--- src/rtl/mmio_pkg.sv ---
// mmio_pkg: shared constants for the data-side memory system.
//   - region bases for the data RAM and the peripheral window
//   - peripheral register offsets (low address byte)
//   - STATUS bit positions
//   - default parameter values and register reset values
package mmio_pkg;

   localparam logic [31:0] RAM_BASE  = 32'h0000_0000;
   localparam logic [31:0] MMIO_BASE = 32'h0000_FF00;

   localparam logic [7:0] OFF_CONSOLE_DATA = 8'h00;
   localparam logic [7:0] OFF_STATUS       = 8'h04;
   localparam logic [7:0] OFF_TIMER        = 8'h08;
   localparam logic [7:0] OFF_TIMER_CMP    = 8'h0C;

   localparam int ST_EMPTY   = 0;
   localparam int ST_FULL    = 1;
   localparam int ST_HIT     = 2;
   localparam int ST_OVF     = 3;
   localparam int ST_CNT_LSB = 8;

   localparam int DEF_RAM_WORDS  = 64;
   localparam int DEF_FIFO_DEPTH = 8;

   localparam logic [31:0] TIMER_CMP_RST = 32'hFFFF_FFFF;

endpackage

--- src/rtl/data_mem_mmio_tx_fifo.sv ---
// tx_fifo: console transmit FIFO, power-of-2 depth.
//   clk, reset  : clock and synchronous active-high reset (empties the FIFO)
//   push        : write push_data; ignored when full
//   pop         : consume the head entry; ignored when empty
//   head        : current head entry, forced to 0 while empty
//   count       : number of stored entries (0..FIFO_DEPTH)
//   full, empty : occupancy flags
module tx_fifo
   import mmio_pkg::*;
#(
   parameter int FIFO_DEPTH = DEF_FIFO_DEPTH,
   parameter int WIDTH      = 8,
   localparam int PW        = $clog2(FIFO_DEPTH),
   localparam int CW        = PW + 1
) (
   input  logic             clk,
   input  logic             reset,
   input  logic             push,
   input  logic [WIDTH-1:0] push_data,
   input  logic             pop,
   output logic [WIDTH-1:0] head,
   output logic [CW-1:0]    count,
   output logic             full,
   output logic             empty
);

   logic [WIDTH-1:0] mem_q [FIFO_DEPTH];
   logic [PW-1:0]    wr_ptr_q, rd_ptr_q;
   logic [CW-1:0]    count_q;
   logic             push_ok, pop_ok;

   assign full    = (count_q == CW'(FIFO_DEPTH));
   assign empty   = (count_q == '0);
   assign push_ok = push && !full;
   assign pop_ok  = pop && !empty;
   assign count   = count_q;
   // Gating the head keeps tx_data at 0 whenever nothing is queued.
   assign head    = empty ? '0 : mem_q[rd_ptr_q];

   // Pointers are exactly PW bits wide, so wrap is the natural overflow.
   always_ff @(posedge clk) begin
      if (reset) begin
         wr_ptr_q <= '0;
         rd_ptr_q <= '0;
         count_q  <= '0;
      end else begin
         if (push_ok) wr_ptr_q <= wr_ptr_q + 1'b1;
         if (pop_ok)  rd_ptr_q <= rd_ptr_q + 1'b1;
         count_q <= count_q + CW'(push_ok) - CW'(pop_ok);
      end
   end

   // Storage is not reset; the reset pointers make stale entries invisible.
   always_ff @(posedge clk) begin
      if (push_ok && !reset) mem_q[wr_ptr_q] <= push_data;
   end

endmodule

--- src/rtl/data_mem_mmio.sv ---
// data_mem_mmio: data RAM plus console FIFO and cycle timer behind one port.
//   clk, reset        : clock, synchronous active-high reset
//   memwrite          : store strobe
//   addr, wdata       : byte address (bits 1:0 ignored) and store data
//   rdata             : combinational load data (pre-write state)
//   tx_data, tx_valid : FIFO head byte / non-empty
//   tx_ready          : sink accepts the head this cycle
//   timer_irq         : sticky timer-hit flag
module data_mem_mmio
   import mmio_pkg::*;
#(
   parameter int RAM_WORDS  = DEF_RAM_WORDS,
   parameter int FIFO_DEPTH = DEF_FIFO_DEPTH
) (
   input  logic        clk,
   input  logic        reset,
   input  logic        memwrite,
   input  logic [31:0] addr,
   input  logic [31:0] wdata,
   output logic [31:0] rdata,
   output logic [7:0]  tx_data,
   output logic        tx_valid,
   input  logic        tx_ready,
   output logic        timer_irq
);

   localparam int AW = (RAM_WORDS > 1) ? $clog2(RAM_WORDS) : 1;
   localparam int CW = $clog2(FIFO_DEPTH) + 1;

   logic [31:0] ram_q [RAM_WORDS];
   logic [31:0] timer_q, timer_d, cmp_q, cmp_d;
   logic        hit_q, hit_d, ovf_q, ovf_d;

   logic          ram_sel, mmio_sel;
   logic [7:0]    off;
   logic [AW-1:0] ram_idx;
   logic          wr_console, wr_status, wr_timer, wr_cmp;
   logic          fifo_pop, fifo_full, fifo_empty;
   logic [CW-1:0] fifo_count;
   logic [31:0]   status_word;
   logic          unused_addr;

   assign ram_sel  = (addr[31:8] == RAM_BASE[31:8]);
   assign mmio_sel = (addr[31:8] == MMIO_BASE[31:8]);
   assign off      = addr[7:0];
   assign ram_idx  = addr[2 +: AW];
   assign unused_addr = ^addr[1:0];

   assign wr_console = memwrite && mmio_sel && (off == OFF_CONSOLE_DATA);
   assign wr_status  = memwrite && mmio_sel && (off == OFF_STATUS);
   assign wr_timer   = memwrite && mmio_sel && (off == OFF_TIMER);
   assign wr_cmp     = memwrite && mmio_sel && (off == OFF_TIMER_CMP);

   assign tx_valid  = !fifo_empty;
   assign fifo_pop  = tx_valid && tx_ready;
   assign timer_irq = hit_q;

   tx_fifo #(.FIFO_DEPTH(FIFO_DEPTH), .WIDTH(8)) u_fifo (
      .clk       (clk),
      .reset     (reset),
      .push      (wr_console),
      .push_data (wdata[7:0]),
      .pop       (fifo_pop),
      .head      (tx_data),
      .count     (fifo_count),
      .full      (fifo_full),
      .empty     (fifo_empty)
   );

   always_ff @(posedge clk) begin
      if (memwrite && ram_sel && !reset) ram_q[ram_idx] <= wdata;
   end

   // In both sticky flags the set term is applied last so it beats W1C.
   always_comb begin
      timer_d = timer_q + 32'd1;
      if (wr_timer) timer_d = wdata;
      cmp_d = cmp_q;
      if (wr_cmp) cmp_d = wdata;
      hit_d = hit_q;
      if (wr_status && wdata[ST_HIT]) hit_d = 1'b0;
      if (timer_q == cmp_q)           hit_d = 1'b1;
      ovf_d = ovf_q;
      if (wr_status && wdata[ST_OVF]) ovf_d = 1'b0;
      if (wr_console && fifo_full)    ovf_d = 1'b1;
   end

   always_ff @(posedge clk) begin
      if (reset) begin
         timer_q <= '0;
         cmp_q   <= TIMER_CMP_RST;
         hit_q   <= 1'b0;
         ovf_q   <= 1'b0;
      end else begin
         timer_q <= timer_d;
         cmp_q   <= cmp_d;
         hit_q   <= hit_d;
         ovf_q   <= ovf_d;
      end
   end

   always_comb begin
      status_word           = '0;
      status_word[ST_EMPTY] = fifo_empty;
      status_word[ST_FULL]  = fifo_full;
      status_word[ST_HIT]   = hit_q;
      status_word[ST_OVF]   = ovf_q;
      status_word[ST_CNT_LSB +: 8] = 8'(fifo_count);
   end

   always_comb begin
      rdata = '0;
      if (ram_sel) begin
         rdata = ram_q[ram_idx];
      end else if (mmio_sel) begin
         case (off)
            OFF_STATUS:    rdata = status_word;
            OFF_TIMER:     rdata = timer_q;
            OFF_TIMER_CMP: rdata = cmp_q;
            default:       rdata = '0;
         endcase
      end
   end

endmodule

--- config.mk ---
export PLATFORM = sky130hd
export DESIGN_NAME = data_mem_mmio
export DESIGN_NICKNAME = d
export VERILOG_FILES = /design/src/rtl/mmio_pkg.sv /design/src/rtl/data_mem_mmio_tx_fifo.sv /design/src/rtl/data_mem_mmio.sv
export SDC_FILE = /design/constraint.sdc
export NUM_CORES = 2
export LEC_CHECK = 0
export ABC_CLOCK_PERIOD_IN_PS = 10100
export CAP_MARGIN = 20
export CORE_ASPECT_RATIO = 1.25
export CORE_MARGIN = 2
export CORE_UTILIZATION = 45
export DETAILED_ROUTE_END_ITERATION = 7
export PLACE_DENSITY_LB_ADDON = 0.3
export SETUP_SLACK_MARGIN = 0.2
export SYNTH_ARGS = -nofsm -noshare
export SYNTH_HDL_FRONTEND = slang
export SYNTH_HIERARCHICAL = 1
export SYNTH_SLANG_ARGS = --single-unit
export TNS_END_PERCENT = 30
--- constraint.sdc ---
create_clock -name clk -period 10.1 [get_ports clk]
set_input_delay 2.02 -clock clk [delete_from_list [all_inputs] [get_ports clk]]
set_output_delay 2.02 -clock clk [all_outputs]
set_load 0.05 [all_outputs]
==> metrics <==
top_reg_cell synth=edfxtp_1; DRC viols=0; CP top delay family=simple AND/OR/NAND/NOR gates; share of cells above drive strength 1=between 20% and 30%; CP Data Arrival Time=approximately 6.6 ns; ys async rst share=0%; CP Launch Type=input pin; final worst path period share=85.6%; crit-path cells=clkdlybuf4s50_1 -> or4_1 -> nor2_1 -> and2_2 -> nand2_1 -> a221o_1 -> o221ai_1 -> clkdlybuf4s50_1; Via density=roughly 6.3; port bufs=~110; Synth Instances=4181; Initial DRC Count=6078; P_leak=~31 nW; Post-Synth Adder-Cell Area=0.140%; Worst Path Max Fanout=38; cell area after synthesis=~86000 sq um; largest net degree at the start of global routing=99; CTS resizes=0; via count=between 40000 and 50000; hold bufs inserted after CTS=0; dpl cell area=between 90000 and 100000 sq um; gr ovfl total=0; Clk Latency, worst-skew pair=0.84 ns; synthesis warning total=6; Post-DP HPWL=~150000 um; Min-Delay Path Class=flip-flop to flip-flop; Final Hold Viols=0; final RePlAce weighted congestion=a little over 0.9; number of flops mapped to enable cells by yosys=roughly 2100; Max stage delay cell, worst path=and2_2; Critical Path Most Common Cell=clkdlybuf4s50_1; status=finished clean; first-pass GRT wire length=between 300000 and 400000 um; CP endpoint kind=output pin; Final setup viols=0; postcts setup bufs=0; Chip Height=approximately 490 um; largest family of logic cells by synthesized area=multiplexers; Finished Cell Area=97100 sq um; Critical Path Max Stage Delay=around 0.97 ns; Max VDD drop=0.000140 V; final worst slack=around 1.5 ns; Pwr Density=193 nW/um^2; flops & latches, synth=2191; multiplexer share of the synthesized area=between 10% and 20%; pre-CTS WS=between 1.5 and 2 ns; worst-margin pin slew=~1.2 ns; drt first pass iters=8; CTS tree=done; RSZ-0062 raised after global routing=false; vias in the first global route=about 44000; Worst Skew=roughly 0.014 ns; WP buf/inv=2; htree depth=4; Overall Global Routing Usage=about a quarter; Mapped Nets=approximately 4300; Die X=just under 400 um; Initial Util=a little under half; Post-Synth XOR/XNOR Area=less than 1%; Max Cap Viol=0; Layout Nets=between 4000 and 5000; Die ar.=about 190000 sq um; Slew HR=between 10% and 20%; row cnt=between 150 and 200; Max Root-Sink Buffers=3; final WL=between 200000 and 300000 um; root buf cell=clkbuf_16; clock transition at the registers of the reported paths=0.06 ns; clk sink count=2191; fmax=between 0.1 and 0.15 GHz; Syn Area/Cell=between 20 and 25 sq um; setup TNS=0 ns; compound-cell area share of the yosys netlist=approximately 3%; sequential-to-total area share from yosys stat=approximately 76%; Data required, critical path=roughly 8.1 ns; CTS buffer count=200; kind of critical path=input pin to output pin; synth-to-layout area growth=13.4%; initial antenna violation count=10; Final Max Tran Viols=0; Period minus WS final=roughly 8.6 ns; I/O Pins=110; DRT antenna net count=0; synth unique cells=71; most frequent cells in the layout=2112 x edfxtp_1, 467 x mux4_2, 249 x mux2i_1; Wirelength per Cell=approximately 35 um; simple-gate share of the synthesized area=under 10%; commonest non-fill, non-tap cell in the layout=edfxtp_1; CORE AREA=190000 sq um
==> per-stage QoR <==
| stage | hold slack [ns] | total power [W] | instances | utilization [%] |
|---|---|---|---|---|
| 6_report | 0.479 | 0.0187 | 7156 | 51.2 |
| 4_1_cts | 0.485 | 0.0188 | 7148 | 51.2 |
| 3_5_place_dp | 0.477 | 0.0113 | 6779 | 47.7 |
| 5_1_grt | 0.517 | 0.0192 | 7152 | 51.2 |
| 3_3_place_gp | 0.471 | 0.0112 | 6777 | 47.7 |
| 2_1_floorplan | 0.447 | 0.0108 | 4181 | - |
==> cells in the mapped netlist (49+ instances only) <==
cell type | n | area [sq um]
buf_2 | 81 | 405
edfxtp_1 | 2112 | 63400
nor2_1 | 163 | 612
mux4_2 | 467 | 10500
nand3_1 | 49 | 245
clkbuf_1 | 69 | 259
nand2_1 | 156 | 586
xnor2_1 | 54 | 473
dfxtp_1 | 79 | 1580
a22oi_1 | 127 | 953
buf_4 | 56 | 420
mux2i_1 | 249 | 2490
==> worst register-to-register path: cells and delay by family, from the launching register on <==
kind / cells / cell delay, ns
compound gates: 2 / 0.34
buf+inv: 3 / 0.31
mux: 1 / 0.36
flops: 1 / 0.39
fa+ha+maj: 2 / 0.47
simple gates: 4 / 0.95
==> sequential cells by signal (all words and copies together), names as in the netlist, named ones only <==
signal	flops
u_fifo/mem_q	64
ram_q	2048
u_fifo/wr_ptr_q	3
timer_irq	1
ovf_q	1
u_fifo/count	4
cmp_q	32
timer_q	32
u_fifo/rd_ptr_q	3
==> cell type report <==
class	count	area (sq um)
fillers	15000	92600
multi-input cells	1735	19800
repair buffers	302	2530
clock buffers	251	5310
diodes	5	12.5
inverters	20	77.6
flip-flops and latches	2191	65000
well taps	2534	3170
clock inverters	118	1230
==> report_power, final <==
group	switching [W]	internal, W
logic	0.000719	0.000370
registers	0.0000195	0.00996
clock network	0.00332	0.00431
==> worst paths after layout <==
kind	from	end	slack (ns)	depth (start not counted)
max	addr[12]	rdata[17]	1.45	8
min	ovf_q	ovf_q	0.48	2
max reg2reg	u_fifo/count[2]	u_fifo/count[3]	7.16	12
min reg2reg	ovf_q	ovf_q	0.48	2
==> metal layers <==
metal / global-route usage [%] / part of all wire [%]
met1: 34.5 / 38
met3: 5.28 / 9.5
met2: 42.6 / 49
met4: 9.34 / 4.0
met5: 0 / 0.026
==> logic make-up after synthesis <==
kind of cell / count (synthesis)
AO/OA/AOI/OAI: 374
flip-flops: 2191
multiplexers: 735
adder cells (fa/ha/maj): 9
buffers and inverters: 255
XOR/XNOR: 64
AND/OR/NAND/NOR: 553
Power figures use the tool's default switching activity.
